File: src/rtl/scan_test_controller_if.sv
`default_nettype none
// ============================================================================
// Module      : scan_test_controller_if
// Description : Handshake, scan-pin and result bundle for scan_test_controller.
// Revision    : 1.0 - initial release
// ============================================================================
interface scan_test_controller_if #(
  parameter int CNT_W = 8
);
  logic             start;
  logic [7:0]       pattern;
  logic             ready;
  logic             scan_en;
  logic             scan_in;
  logic             scan_out;
  logic             result_valid;
  logic [7:0]       result;
  logic             pass;
  logic [CNT_W-1:0] pass_cnt;
  logic [CNT_W-1:0] fail_cnt;

  // System side: issues requests, hosts the chain, observes results.
  modport master (
    output start, pattern, scan_out,
    input  ready, scan_en, scan_in, result_valid, result, pass, pass_cnt, fail_cnt
  );

  modport slave (
    input  start, pattern, scan_out,
    output ready, scan_en, scan_in, result_valid, result, pass, pass_cnt, fail_cnt
  );
endinterface
`default_nettype wire

File: src/rtl/scan_test_controller.sv
`default_nettype none
// ============================================================================
// Module      : scan_test_controller
// Description : Loads a pattern into an 8-bit multiplier scan chain, captures,
//               unloads the product and scores it against a 4x4 golden product.
// Revision    : 1.0 - initial release
// ============================================================================
module scan_test_controller #(
  parameter int CHAIN_LEN = 8,
  parameter int CNT_W     = 8
) (
  input  logic                 clk,
  input  logic                 rst,
  scan_test_controller_if.slave bus
);

  localparam logic [2:0] c_IDLE    = 3'd0;
  localparam logic [2:0] c_LOAD    = 3'd1;
  localparam logic [2:0] c_CAPTURE = 3'd2;
  localparam logic [2:0] c_UNLOAD  = 3'd3;
  localparam logic [2:0] c_DONE    = 3'd4;

  localparam logic [2:0]       c_LAST_IDX = 3'(CHAIN_LEN - 1);
  localparam logic [CNT_W-1:0] c_CNT_MAX  = '1;
  localparam logic [CNT_W-1:0] c_CNT_ONE  = CNT_W'(1);

  logic [2:0]       r_state;
  logic [2:0]       r_bit_idx;
  logic [7:0]       r_pat;
  logic [7:0]       r_golden;
  logic [7:0]       r_resp;
  logic [7:0]       r_result;
  logic             r_pass;
  logic [CNT_W-1:0] r_pass_cnt;
  logic [CNT_W-1:0] r_fail_cnt;

  logic [7:0]       w_golden;
  logic [7:0]       w_resp_next;
  logic             w_match;
  logic             w_last_bit;

  assign w_golden   = {4'b0000, bus.pattern[3:0]} * {4'b0000, bus.pattern[7:4]};
  assign w_last_bit = (r_bit_idx == c_LAST_IDX);

  // Response including the bit arriving this cycle, so DONE can score it.
  always_comb begin
    w_resp_next             = r_resp;
    w_resp_next[r_bit_idx]  = bus.scan_out;
  end

  assign w_match = (w_resp_next == r_golden);

  always_ff @(posedge clk or posedge rst) begin
    if (rst) begin
      r_state    <= c_IDLE;
      r_bit_idx  <= 3'd0;
      r_pat      <= 8'd0;
      r_golden   <= 8'd0;
      r_resp     <= 8'd0;
      r_result   <= 8'd0;
      r_pass     <= 1'b0;
      r_pass_cnt <= '0;
      r_fail_cnt <= '0;
    end else begin
      case (r_state)
        c_IDLE: begin
          if (bus.start) begin
            r_pat     <= bus.pattern;
            r_golden  <= w_golden;
            r_bit_idx <= 3'd0;
            r_state   <= c_LOAD;
          end
        end
        c_LOAD: begin
          r_bit_idx <= r_bit_idx + 3'd1;
          if (w_last_bit) begin
            r_state <= c_CAPTURE;
          end
        end
        c_CAPTURE: begin
          r_state <= c_UNLOAD;
        end
        c_UNLOAD: begin
          r_resp    <= w_resp_next;
          r_bit_idx <= r_bit_idx + 3'd1;
          if (w_last_bit) begin
            r_result <= w_resp_next;
            r_pass   <= w_match;
            if (w_match) begin
              if (r_pass_cnt != c_CNT_MAX) r_pass_cnt <= r_pass_cnt + c_CNT_ONE;
            end else begin
              if (r_fail_cnt != c_CNT_MAX) r_fail_cnt <= r_fail_cnt + c_CNT_ONE;
            end
            r_state <= c_DONE;
          end
        end
        c_DONE: begin
          r_state <= c_IDLE;
        end
        default: begin
          r_state <= c_IDLE;
        end
      endcase
    end
  end

  // Pin outputs decode registered state only; reset forces them off at once.
  assign bus.ready        = (r_state == c_IDLE);
  assign bus.scan_en      = (r_state == c_LOAD) || (r_state == c_UNLOAD);
  assign bus.scan_in      = (r_state == c_LOAD) && r_pat[r_bit_idx];
  assign bus.result_valid = (r_state == c_DONE);
  assign bus.result       = r_result;
  assign bus.pass         = r_pass;
  assign bus.pass_cnt     = r_pass_cnt;
  assign bus.fail_cnt     = r_fail_cnt;

endmodule
`default_nettype wire

File: src/flat_wrapper.sv
// flat-port wrapper written by rule: the top's interface ports become plain ports
module scan_test_controller_flat 
#(
  parameter int CHAIN_LEN = 8,
  parameter int CNT_W     = 8
)
  (clk, rst, bus_start, bus_pattern, bus_scan_out, bus_ready, bus_scan_en, bus_scan_in, bus_result_valid, bus_result, bus_pass, bus_pass_cnt, bus_fail_cnt);
  scan_test_controller_if #(.CNT_W(CNT_W)) bus_i ();
  input  logic clk;
  input  logic rst;
  input wire logic [$bits(bus_i.start)-1:0] bus_start;
  input wire logic [$bits(bus_i.pattern)-1:0] bus_pattern;
  input wire logic [$bits(bus_i.scan_out)-1:0] bus_scan_out;
  output wire logic [$bits(bus_i.ready)-1:0] bus_ready;
  output wire logic [$bits(bus_i.scan_en)-1:0] bus_scan_en;
  output wire logic [$bits(bus_i.scan_in)-1:0] bus_scan_in;
  output wire logic [$bits(bus_i.result_valid)-1:0] bus_result_valid;
  output wire logic [$bits(bus_i.result)-1:0] bus_result;
  output wire logic [$bits(bus_i.pass)-1:0] bus_pass;
  output wire logic [$bits(bus_i.pass_cnt)-1:0] bus_pass_cnt;
  output wire logic [$bits(bus_i.fail_cnt)-1:0] bus_fail_cnt;
  assign bus_i.start = bus_start;
  assign bus_i.pattern = bus_pattern;
  assign bus_i.scan_out = bus_scan_out;
  assign bus_ready = bus_i.ready;
  assign bus_scan_en = bus_i.scan_en;
  assign bus_scan_in = bus_i.scan_in;
  assign bus_result_valid = bus_i.result_valid;
  assign bus_result = bus_i.result;
  assign bus_pass = bus_i.pass;
  assign bus_pass_cnt = bus_i.pass_cnt;
  assign bus_fail_cnt = bus_i.fail_cnt;
  scan_test_controller #(.CHAIN_LEN(CHAIN_LEN), .CNT_W(CNT_W)) u_core (.clk(clk), .rst(rst), .bus(bus_i));
endmodule
File: config.mk
export PLATFORM = sky130hd
export DESIGN_NAME = scan_test_controller_flat
export DESIGN_NICKNAME = d
export VERILOG_FILES = /design/src/rtl/scan_test_controller_if.sv /design/src/rtl/scan_test_controller.sv /design/src/flat_wrapper.sv
export SDC_FILE = /design/constraint.sdc
export NUM_CORES = 1
export LEC_CHECK = 0
export BUFFER_PORTS_ARGS = -buffer_cell sky130_fd_sc_hd__buf_4
export CAP_MARGIN = 25
export CELL_PAD_IN_SITES_DETAIL_PLACEMENT = 0
export CELL_PAD_IN_SITES_GLOBAL_PLACEMENT = 2
export CORE_AREA = 2 2 95 97
export CTS_BUF_LIST = sky130_fd_sc_hd__clkbuf_2 sky130_fd_sc_hd__clkbuf_4 sky130_fd_sc_hd__clkbuf_8
export DETAILED_ROUTE_END_ITERATION = 7
export DIE_AREA = 0 0 97 99
export PLACE_DENSITY = 0.78
export SETUP_SLACK_MARGIN = 0.1
export SLEW_MARGIN = 20
export SYNTH_ARGS = -nofsm -noshare
export SYNTH_HDL_FRONTEND = slang
export SYNTH_SLANG_ARGS = --single-unit
export TNS_END_PERCENT = 10
File: constraint.sdc
create_clock -name clk -period 3.1 [get_ports clk]
set_input_delay 0.62 -clock clk [delete_from_list [all_inputs] [get_ports clk]]
set_output_delay 0.62 -clock clk [all_outputs]
set_load 0.1 [all_outputs]
**After elaboration in Yosys (flattened, before gate mapping)**

Index checks and enable logic that the tools add are counted.
W data, S select, Z words.

- Input bits: 12
- Bits in registers: 55
- Output and inout port bits: 29

- Reduce and logical (&&, ||, !) cells: 12
- Eq/ne operators: 11
- Multiply operators: 1
- Add/subtract/negate cells: 3
- Bitwise gates (word level): 1
- Mux-type cells: 11
- Magnitude comparators: 2

Operators by type and width:

| kind | number |
|---|---|
| $add A8 B1 Y8 const B | 2 |
| $ne A8 B8 Y1 const B | 2 |
| $mux W3 | 4 |
| $pmux W3 S4 | 1 |
| $bwmux W8 | 1 |
| $eq A8 B8 Y1 | 1 |
| $mul A4 B4 Y8 | 1 |
| $reduce_and A4 Y1 | 2 |
| $eq A3 B2 Y1 const B | 2 |
| $eq A3 B3 Y1 const B | 2 |
| $pmux W3 S2 | 1 |
| $reduce_and A2 Y1 | 3 |
| $lt A3 B4 Y1 const B | 1 |
| $ne A2 B1 Y1 const B | 2 |
| $add A3 B1 Y3 const B | 1 |
| $bmux W1 S3 | 1 |
| $demux W1 S3 | 1 |
| $eq A3 B1 Y1 const B | 1 |
| $ge A3 B1 Y1 const B | 1 |
| $logic_not A3 Y1 | 1 |
| $reduce_and A3 Y1 | 1 |
| $logic_and A1 B1 Y1 | 2 |
| $mux W1 | 2 |
| $ne A2 B2 Y1 const B | 1 |
| other kinds (4) | 4 |

**Logic depth before layout (Yosys ltp)**

- Word-level depth: 8
- Depth in mapped cells: 12
- Mapped depth without buffers: 12

**Worst setup path after synthesis**

Ideal clock, no wire load.

- Path type: register to register
- Start: register u_core.r_state[1]
- End: register u_core.r_pat[0]
- Data arrival time: 3.769 ns
- Stages on the path, launching flop included: 6
- Path slack: -0.794 ns
- Setup time: 0.125 ns
- Data required time: 2.975 ns
- Cell sequence: dfrtp_1 > clkbuf_1 > nor3_1 > nand2_1 > clkbuf_1 > mux2_2

- Word-level cells in the longest chain between the ends: 2

RTL lines:

| what | line | RTL |
|---|---|---|
| start: declaration | scan_test_controller.sv:27 | `logic [2:0] r_state;` |
| start signal: assignment | scan_test_controller.sv:55 | `r_state <= c_IDLE;` |
| start signal: assignment | scan_test_controller.sv:71 | `r_state <= c_LOAD;` |
| start signal: assignment | scan_test_controller.sv:77 | `r_state <= c_CAPTURE;` |
| $logic_not A3 Y1 | - |  |
| via bus_ready | flat_wrapper.sv:14 | `output wire logic [$bits(bus_i.ready)-1:0] bus_ready;` |
| $reduce_and A2 Y1 (no line) | - |  |
| end signal: assignment | scan_test_controller.sv:68 | `r_pat <= bus.pattern;` |
| end: declaration | scan_test_controller.sv:29 | `logic [7:0] r_pat;` |

The timed path passes the listed nets, and every way through them passes these cells.
A chain may end at the register's enable or synchronous reset.

**Final worst setup path**

- Start: input port bus_pattern[7]
- End: register u_core.r_golden[7]

- Word-level cells in the longest chain between the ends: 1

RTL lines:

| what | line | RTL |
|---|---|---|
| start: declaration | flat_wrapper.sv:12 | `input wire logic [$bits(bus_i.pattern)-1:0] bus_pattern;` |
| $mul A4 B4 Y8 | scan_test_controller.sv:42 | `assign w_golden = {4'b0000, bus.pattern[3:0]} * {4'b0000, bus.pattern[7:4]};` |
| end signal: assignment | scan_test_controller.sv:69 | `r_golden <= w_golden;` |
| end: declaration | scan_test_controller.sv:30 | `logic [7:0] r_golden;` |

Every way passes these cells.

==> flow_summary.ini <==
[run_status]
outcome = finished, final reports clean

[power]
finalPower_uw = 3823
p_sw_share_pct = 50.40
p_seq_share_pct = 32.5
p_leak_uw = 0.001837
pwr_density_cell_nw_per_um2 = 1003
internal-power_uw = 1896
peakVddDrop_v = 0.0003319
switching_power_uw = 1927
pwr-share-clk_pct = 11.6
p_comb_share_pct = 55.9

[setup_path]
cp-end-kind = flop
crit_type = in -> reg
required_ns = 3.26
critPathLaunchType = input port
worstPathMaxFanout = 2
timing.rr.start = u_core.r_bit_idx[0]$_DFFE_PP0P_
cp_cell_sequence = buf_4 -> nand2_1 -> fa_1 -> fa_1 -> inv_1 -> ha_1 -> a21o_1 -> a21o_1 -> a21o_1 -> a21oi_2 -> xor2_1 -> o21ai_0
crit_path_frequent_cell = a21o_1
critPathTopFamily = adder cells
slowest_stage = fa_1
reg2regPathDepth = 8
critPathMaxStageDelay_ns = 0.54
rr_endpoint = u_core.bus.fail_cnt[1]$_DFFE_PP0P_
path_buf_inv = 2
regToRegSetupSlack_ns = 0.27
arrival_ns = 3.06

[place]
gp_congestion = 0.7365
dp_cells = 468
post-dp-hpwl_mm = 4.974
portBuffers = 40

[floorplanning]
die_area_um2 = 9603
die_height_um = 99
die-width_um = 97
num_rows = 34
coreArea_um2 = 8551
initial_core_util_pct = 37.24
io_pins = 41

[final_layout]
final_core_util_pct = 44.57
n_antenna_cell = 0
drive_gt1_share_pct = 25.00
fin_nets = 399
multiInputGateArea_um2 = 1700
syn_to_final_growth_pct = 19.69
n_fill_cell = 848
register_area_um2 = 1376
fin_cells = 476

[logic_synthesis]
synth_common_cells = dfrtp_1, nand2_1, o21ai_0
syn_avg_cell_area_um2 = 10.14
synthMuxAreaShare_pct = 9.155
synth_compound_area_share_pct = 8.291
synth_top_area_share_pct = 43.22
syn_inst = 314
syn_nets = 346
synth_seq_cells = 55
syn_area_um2 = 3184
synthSimpleGateAreaFrac_pct = 20.71
synth-main-ff-cell = dfrtp_1
ys_types = 45
synthAdderAreaFrac_pct = 8.802
synth_area_leaders = dfrtp_1, ha_1, mux2_2
synth-xor-area-share_pct = 6.051
async_reset_ff_share_pct = 100.0
yosysMostFrequentCell = dfrtp_1
synth_top_family_by_area = simple AND/OR/NAND/NOR gates
yosys_warnings = 0
synth_edf_count = 0
yosysSeqAreaShare_pct = 43.22
yosys.area.top_type = dfrtp_1

[sta]
max_freq_ghz = 0.3448
skew_ns = 0.003286
final_max_slew_viol_count = 0
slew_headroom_pct = 42.20
finalSetupViolCount = 0
tightest_slew_ns = 0.8649
fin_crit_ns = 2.900
hold_ws_ns = 0.4808
grt_setup_unrepaired = true
period_share_pct = 93.54
timing.final.hold_violations = 0

[grt]
grt_pass1_wl_mm = 11.75
grt_pass1_vias = 2398
grt_use_total_pct = 14.90
grt-ovfl-total = 0
grt_max_degree = 56
antenna_found_initial = 0

[routing]
wirelength_mm = 6.697
wl_per_cell_um = 14.07
drtIter0Drc = 63
ant_nets = 0
drc = 0
avgViaCountPerCell = 4.952
vias = 2357
drt-pass1-iter-count = 4

[clock_tree]
cts-root-buf = clkbuf_8
postCtsSetupBuffers = 0
htreeDepth = 2
cts_tree = yes
clock_path_buffers = 2
cts_buffers = 5
clk_pin_slew_ns = 0.09
clk_latency_ns = 0.31
cts.sinks = 55

[worst_hold_path]
hold_start = u_core.bus.pass$_DFFE_PP0P_
hold_class = reg -> reg
min_delay_path_depth = 2
min_delay_worst_endpoint = u_core.bus.pass$_DFFE_PP0P_

[run]
cap_violations = 0
registers in the layout, summed over array words and instances (netlist names):
register / flops
u_core.r_bit_idx: 3
u_core.bus.result: 8
u_core.r_golden: 8
u_core.r_resp: 8
u_core.bus.pass: 1
u_core.bus.pass_cnt: 8
u_core.r_pat: 8
u_core.r_state: 3
u_core.bus.fail_cnt: 8
tightest hold or removal path: stages, from the launching register on:
cell and delay [ns]:
dfrtp_1 0.35, nand2_1 0.05, nand2_1 0.05
cell usage in the layout (no fill, tap or decap), types with 4 or more instances in the layout:
cell / synthesis / routed
xnor2_1: 9 / 9
nand2_1: 41 / 41
nor3b_1: 4 / 4
fa_1: 4 / 4
dfrtp_1: 55 / 55
mux2i_1: 10 / 9
buf_4: 2 / 60
mux2_2: 16 / 16
and2_1: 11 / 11
nand3b_1: 4 / 4
clkbuf_8: 0 / 7
o21ai_0: 19 / 19
xor2_1: 13 / 13
ha_1: 16 / 16
a21oi_1: 5 / 4
inv_1: 12 / 11
a21o_1: 4 / 4
nor2_1: 11 / 11
and3_1: 6 / 6
a31oi_1: 5 / 5
nor3_1: 11 / 10
nand3_1: 15 / 15
cell families after synthesis:
group           after synthesis
fa+ha+maj                    20
xor+xnor                     22
mux                          27
compound gates               44
simple gates                120
buf+inv                      26
flops                        55
how the worst max path moves through the flow:
stage | startpoint | end | slack (ns) | cells after the start
after global placement | bus_pattern[7] | u_core.r_golden[7]$_DFFE_PP0P_ | -0.15 | 12
final | bus_pattern[7] | u_core.r_golden[7]$_DFFE_PP0P_ | 0.20 | 12
after CTS | bus_pattern[7] | u_core.r_golden[7]$_DFFE_PP0P_ | 0.17 | 12
after global routing | bus_pattern[7] | u_core.r_golden[7]$_DFFE_PP0P_ | 0.05 | 12
after floorplan | u_core.r_bit_idx[2]$_DFFE_PP0P_ | bus_scan_in | -0.73 | 6
after detailed placement | bus_pattern[7] | u_core.r_golden[7]$_DFFE_PP0P_ | -0.17 | 12
routing by layer:
metal / share of wire, % / wire, um / GRT usage [%] / vias up
li1: - / - / - / 1207
met1: 49 / 3299 / 20.58 / 1110
met2: 46 / 3096 / 24.31 / 34
met3: 3.4 / 225 / 2.482 / 6
met4: 1.1 / 76 / 4.225 / 0
met5: 0 / 0 / 0 / -
timing repair:
action | 4_1_cts | 5_1_grt
gates resized for setup | 0 | 2
setup endpoints to repair | 0 | 3
hold buffers | 0 | 0
cell type report:
cell class | count | share of cell area [%]
clock buffer | 8 | 2.725
multi-input combinational | 233 | 44.62
inverter | 12 | 1.182
sequential | 55 | 36.11
timing repair buffer | 60 | 11.82
tap | 108 | 3.546
power by group through the flow:
stage	clock network (uW)	logic [uW]	registers, uW
floorplan	0	1110	1820
global placement	0	2140	1260
detailed placement	0	2140	1270
CTS	463	2150	1250
global route	486	2320	1300
finish	442	2140	1240
metrics by stage:
step	cell area [um^2]	TNS, ns	setup WS [ns]
global route	3811	0	0.05461
CTS	3804	0	0.1668
global placement	3700	-0.2327	-0.1501
detailed placement	3700	-0.2671	-0.1700
floorplan	3189	-1.023	-0.7331
finish	3811	0	0.2001
(Power assumes the default switching activity.)
